===== src/rtl/led_activity_driver.sv =====
// led_activity_driver
// Per-port Ethernet link/activity LED driver. Each port owns a TX LED and an
// RX LED. A lit LED means "link up"; a frame event turns it off for one blink
// half-period, aligned to an internally generated blink timebase. The block
// also provides an optional slow blink while the link is down, an output
// polarity option and a lamp-test override.
//
// LED index mapping: led_o[2p] is the TX LED of port p and led_o[2p+1] is the
// RX LED of port p. Internal per-LED vectors use the same layout.

module led_activity_driver #(
    parameter int NUM_PORTS     = 4,        // 1..16
    parameter int BLINK_DIV     = 6250000,  // cycles per blink half-period tick, >= 2
    parameter int SLOW_RATIO    = 4,        // ticks per slow link-down half-period, >= 1
    parameter int LINKDOWN_MODE = 0,        // 0: LEDs off on link down, 1: slow blink
    parameter int ACTIVE_LOW    = 0         // 1: lit LED drives 0 at the pin
) (
    input  logic                   clk_i,
    input  logic                   rst_n_i,
    input  logic [NUM_PORTS-1:0]   has_link_i,
    input  logic [NUM_PORTS-1:0]   on_frame_sent_i,
    input  logic [NUM_PORTS-1:0]   on_frame_received_i,
    input  logic                   lamp_test_i,
    output logic [2*NUM_PORTS-1:0] led_o,
    output logic                   blink_phase_o
);

    localparam int NUM_LEDS = 2 * NUM_PORTS;
    localparam int DIV_W    = $clog2(BLINK_DIV);
    localparam int SLOW_W   = (SLOW_RATIO > 1) ? $clog2(SLOW_RATIO) : 1;

    localparam logic [DIV_W-1:0]    DIV_LAST  = DIV_W'(BLINK_DIV - 1);
    localparam logic [SLOW_W-1:0]   SLOW_LAST = SLOW_W'(SLOW_RATIO - 1);
    localparam logic                INVERT    = (ACTIVE_LOW != 0);
    localparam logic                SLOW_MODE = (LINKDOWN_MODE != 0);
    // Pin value of an unlit LED, also the reset value of led_o.
    localparam logic [NUM_LEDS-1:0] UNLIT     = {NUM_LEDS{INVERT}};

    // Blink timebase state.
    logic [DIV_W-1:0]    div_q, div_d;
    logic                phase_q, phase_d;
    logic [SLOW_W-1:0]   slow_cnt_q, slow_cnt_d;
    logic                slow_phase_q, slow_phase_d;

    // Per-LED activity state.
    logic [NUM_LEDS-1:0] pending_q, pending_d;
    logic [NUM_LEDS-1:0] blinkoff_q, blinkoff_d;
    logic [NUM_LEDS-1:0] led_q, led_d;

    // Combinational helpers.
    logic                tick;
    logic                rise;
    logic                fall;
    logic                slow_wrap;
    logic [NUM_LEDS-1:0] event_vec;
    logic [NUM_LEDS-1:0] link_vec;
    logic [NUM_LEDS-1:0] lit;

    // Spread the per-port inputs onto the per-LED layout (TX even, RX odd).
    always_comb begin
        // NOTE: every signal assigned in a combinational block gets a default
        // first, so no path leaves it unassigned and no latch is inferred.
        event_vec = '0;
        link_vec  = '0;
        for (int p = 0; p < NUM_PORTS; p++) begin
            event_vec[2*p]   = on_frame_sent_i[p];
            event_vec[2*p+1] = on_frame_received_i[p];
            link_vec[2*p]    = has_link_i[p];
            link_vec[2*p+1]  = has_link_i[p];
        end
    end

    // Prescaler, fast blink phase and slow link-down phase next-state.
    always_comb begin
        tick      = (div_q == DIV_LAST);
        rise      = tick & ~phase_q;
        fall      = tick & phase_q;
        slow_wrap = tick & (slow_cnt_q == SLOW_LAST);

        div_d   = tick ? '0 : div_q + DIV_W'(1);
        phase_d = phase_q ^ tick;

        slow_cnt_d = slow_cnt_q;
        if (slow_wrap) begin
            slow_cnt_d = '0;
        end else if (tick) begin
            slow_cnt_d = slow_cnt_q + SLOW_W'(1);
        end
        slow_phase_d = slow_phase_q ^ slow_wrap;
    end

    // Activity capture: an event in the rise cycle is credited to the next window.
    always_comb begin
        pending_d  = pending_q | event_vec;
        blinkoff_d = blinkoff_q;
        if (rise) begin
            blinkoff_d = pending_q;
            pending_d  = event_vec;
        end else if (fall) begin
            blinkoff_d = '0;
        end
    end

    // LED lit value with lamp test and link-down policy, then pin polarity.
    always_comb begin
        if (lamp_test_i) begin
            lit = '1;
        end else begin
            lit = (link_vec & ~blinkoff_q)
                | (~link_vec & {NUM_LEDS{SLOW_MODE & slow_phase_q}});
        end
        led_d = lit ^ UNLIT;
    end

    // State registers; asynchronous reset puts every LED in its unlit state.
    always_ff @(posedge clk_i or negedge rst_n_i) begin
        if (!rst_n_i) begin
            div_q        <= '0;
            phase_q      <= 1'b0;
            slow_cnt_q   <= '0;
            slow_phase_q <= 1'b0;
            pending_q    <= '0;
            blinkoff_q   <= '0;
            led_q        <= UNLIT;
        end else begin
            // NOTE: state registers use non-blocking assignments so all of
            // them update from the same pre-edge values.
            div_q        <= div_d;
            phase_q      <= phase_d;
            slow_cnt_q   <= slow_cnt_d;
            slow_phase_q <= slow_phase_d;
            pending_q    <= pending_d;
            blinkoff_q   <= blinkoff_d;
            led_q        <= led_d;
        end
    end

    assign led_o         = led_q;
    assign blink_phase_o = phase_q;

endmodule


===== config.mk =====
export PLATFORM = sky130hd
export DESIGN_NAME = led_activity_driver
export DESIGN_NICKNAME = d
export VERILOG_FILES = /design/src/rtl/led_activity_driver.sv
export SDC_FILE = /design/constraint.sdc
export NUM_CORES = 1
export LEC_CHECK = 0
export CAP_MARGIN = 5
export CORE_ASPECT_RATIO = 0.8
export CORE_MARGIN = 4
export CORE_UTILIZATION = 59
export CTS_CLUSTER_SIZE = 10
export DETAILED_ROUTE_END_ITERATION = 6
export GPL_ROUTABILITY_DRIVEN = 0
export MAX_ROUTING_LAYER = met4
export PLACE_DENSITY = 0.88
export SYNTH_ARGS = -nofsm -noshare
export SYNTH_HDL_FRONTEND = slang
export SYNTH_SLANG_ARGS = --single-unit

===== constraint.sdc =====
create_clock -name clk_i -period 4.4 [get_ports clk_i]
set_input_delay 0.88 -clock clk_i [delete_from_list [all_inputs] [get_ports clk_i]]
set_output_delay 0.88 -clock clk_i [all_outputs]
set_load 0.01 [all_outputs]

==> impl_results.md <==
* Gr usage total at 0.1988
* Worst VDD drop at 219.6 uV
* Clock sink count at between 40 and 50
* ANT nets after route at 0
* Setup Viol. Count Final at 0
* Mapped Area at approximately 2100 um2
* Hold Path Sink: pending_q[7]$_DFF_PN0_
* Dominant synthesized flop cell: dfrtp_1
* # DRC at 0
* Startpoint Class: flop
* Synth top area share at 0.5762
* Core footprint at 3423 um2
* First-pass detailed-route iteration total at 4
* Post-route non-filler standard cell count at 267
* Io pins at 24
* Power Total at approximately 0.74 mW
* Final Slew Violations at 0
* Die extent in x at 74.46 um
* Hpwl dp at 2819 um
* Final nets at 243
* Die area at between 4000 and 5000 um2
* Vias per cell at 5.678
* Critical hold path startpoint: pending_q[7]$_DFF_PN0_
* Post-Place Cells at 259
* Crit Path Category: flop to flop
* Clock buffer count from CTS at 5
* CTS tree: yes
* FP Rows at 19
* Area growth syn-to-layout at 16.63%
* Hold WC Path Type: flop to flop
* Most common cell in the netlist: dfrtp_1
* Req. time, crit path at 4.54 ns
* Slew headroom at 0.3398
* Port Buf Inserts at 23
* RSZ-0062 raised after global routing: false
* Die H at 61.17 um
* Final hold vios at 0
* Final Cycle Share at 0.6116
* Root Buffer: clkbuf_8
* FF-to-FF End: blinkoff_q[5]$_DFFE_PN0P_
* Setup_tns at 0 ns
* Post-Syn Instances at 199
* Worst-path clk slew at 0.08 ns
* Syn nets at 218
* Critical Path AT at 2.83 ns
* Fmax at 371.6 MHz
* Layout cells sized above 1 at 0.06222
* Ant diodes at 0
* CTS Buffer Depth at 2
* Clock Skew at 0.006554 ns
* Post-synth EDFFs at 0
* Cell Area, Placed at 2341 um2
* Hold path depth at 1
* Post-layout util at 0.7102
* Wire length per cell at around 15 um
* Post-synth top cells: 48 x dfrtp_1, 23 x nand2_1, 17 x inv_1
* Worst-Margin Slew at 0.9904 ns
* First-pass GRT wire length at 6534 um
* # resized after CTS at 0
* Via count at roughly 1500
* Pleak at between 0.9 and 1 nW
* CP Capture Type: flop
* Sequential element share of the synthesized area at 0.5762
* Vias in the first global route at roughly 1400
* Synth Warn # at 0
* Starting Density at 0.6089
* CTS H-Tree Depth at 2
* Max cap viols at 0
* Fin area at 2431 um2
* Initial antenna violation count at 0
* Outcome: completed
* Overflow after GRT at 0
* Ys async rst share at 1.000
* Yosys reg bits at 48
* Post-synth top area cell: dfrtp_1
* Setup bufs post-CTS at 0
* Critical path fanouts, max at 17
* Post-synthesis cell type count at 31
* Power Dens Cells at 304.4 nW/um2
* Reg-to-reg startpoint: div_q[0]$_DFF_PN0_
* Largest net degree at the start of global routing at 49
* Worst-case reg-to-reg path depth at 8
* Worst-Skew Late Latency at 0.30 ns
* FILL cells at 260
* Mean Syn Cell Area at 10.47 um2
* Flop-to-flop setup slack at 1.71 ns
* Fin crit period at 2.691 ns
* # hold bufs at CTS at 0
* Synth top area cells: dfrtp_1 58%, a21o_1 5.8%, xnor2_1 5.0%, nand2_1 4.1%, inv_1 3.1%
* Initial drt markers at between 100 and 150
* DRT Wirelength at roughly 3900 um
-- per-stage QoR --
stage	setup slack, ns	hold slack, ns
after floorplan	2.217	0.4490
after global placement	1.878	0.4615
after detailed placement	1.753	0.4704
after CTS	1.720	0.4883
after global routing	1.438	0.5007
final	1.709	0.4854
-- worst max path at each step --
stage	end	startpoint	slack, ns
finish	blinkoff_q[5]$_DFFE_PN0P_	div_q[0]$_DFF_PN0_	1.71
global route	blinkoff_q[2]$_DFFE_PN0P_	div_q[0]$_DFF_PN0_	1.44
CTS	blinkoff_q[5]$_DFFE_PN0P_	div_q[0]$_DFF_PN0_	1.72
detailed placement	blinkoff_q[5]$_DFFE_PN0P_	div_q[0]$_DFF_PN0_	1.75
global placement	blinkoff_q[3]$_DFFE_PN0P_	div_q[13]$_DFF_PN0_	1.88
floorplan	blinkoff_q[5]$_DFFE_PN0P_	div_q[0]$_DFF_PN0_	2.22
-- layer usage --
metal  vias up  global-route usage  share of wire
li1        723                   -              -
met5         -                   -              0
met3        10             0.07504          0.069
met2        60              0.2753           0.43
met4         0             0.05076          0.018
met1       723              0.2770           0.49
-- sequential cells by signal, summed over array words and instances (netlist names) --
signal,flops
div_q,23
pending_q,8
led_o,8
blink_phase_o,1
blinkoff_q,8
-- kinds of logic after synthesis --
group	after synthesis	share of synthesized area
and+or+nand+nor	76	0.1879
adders and majority gates	4	0.02401
DFF	48	0.5762
buffers and inverters	22	0.04082
xor gates and xnor gates	16	0.06722
AOI/OAI and AO/OA	33	0.1038
-- worst max-delay path, cell delays in order, from the launching register on --
cell	delay (ns)
dfrtp_1	0.41
ha_1	0.25
and3_1	0.25
nand4_1	0.16
nor3_2	0.76
ha_1	0.31
nor2_1	0.18
nand2_1	0.12
o21ai_0	0.10
-- power breakdown --
part           leakage (nW)  internal (mW)  total, mW  switching [mW]
clock network        0.0455          0.128      0.261           0.132
logic                 0.343         0.0189     0.0340          0.0152
registers             0.585          0.444      0.445        0.000916
total                 0.973          0.591      0.740           0.149
-- area by class of cell --
cell class | instances | area [um2] | share of cell area
well taps | 42 | 52.55 | 0.02162
clock buffers | 8 | 90.09 | 0.03706
repair buffers | 23 | 225.2 | 0.09264
inverters | 17 | 63.81 | 0.02625
flip-flops and latches | 48 | 1201 | 0.4941
multi-input cells | 129 | 798.3 | 0.3284
-- cells in the final DEF (no fill, tap or decap), types with 2 or more instances in the layout --
cell type         n
nor3_1            4
nor2_1           14
nand4_1           8
or4_1             2
ha_1              4
nand3_1           8
nor4_1            3
clkbuf_8          6
o21ai_0          11
a21oi_1           3
nand2_1          23
or3_1             4
xnor2_1          12
a21o_1           16
xor2_1            4
dfrtp_1          48
inv_1            17
clkdlybuf4s50_1  22
clkbuf_1          2
or2_2             2
(Power assumes the default switching activity.)
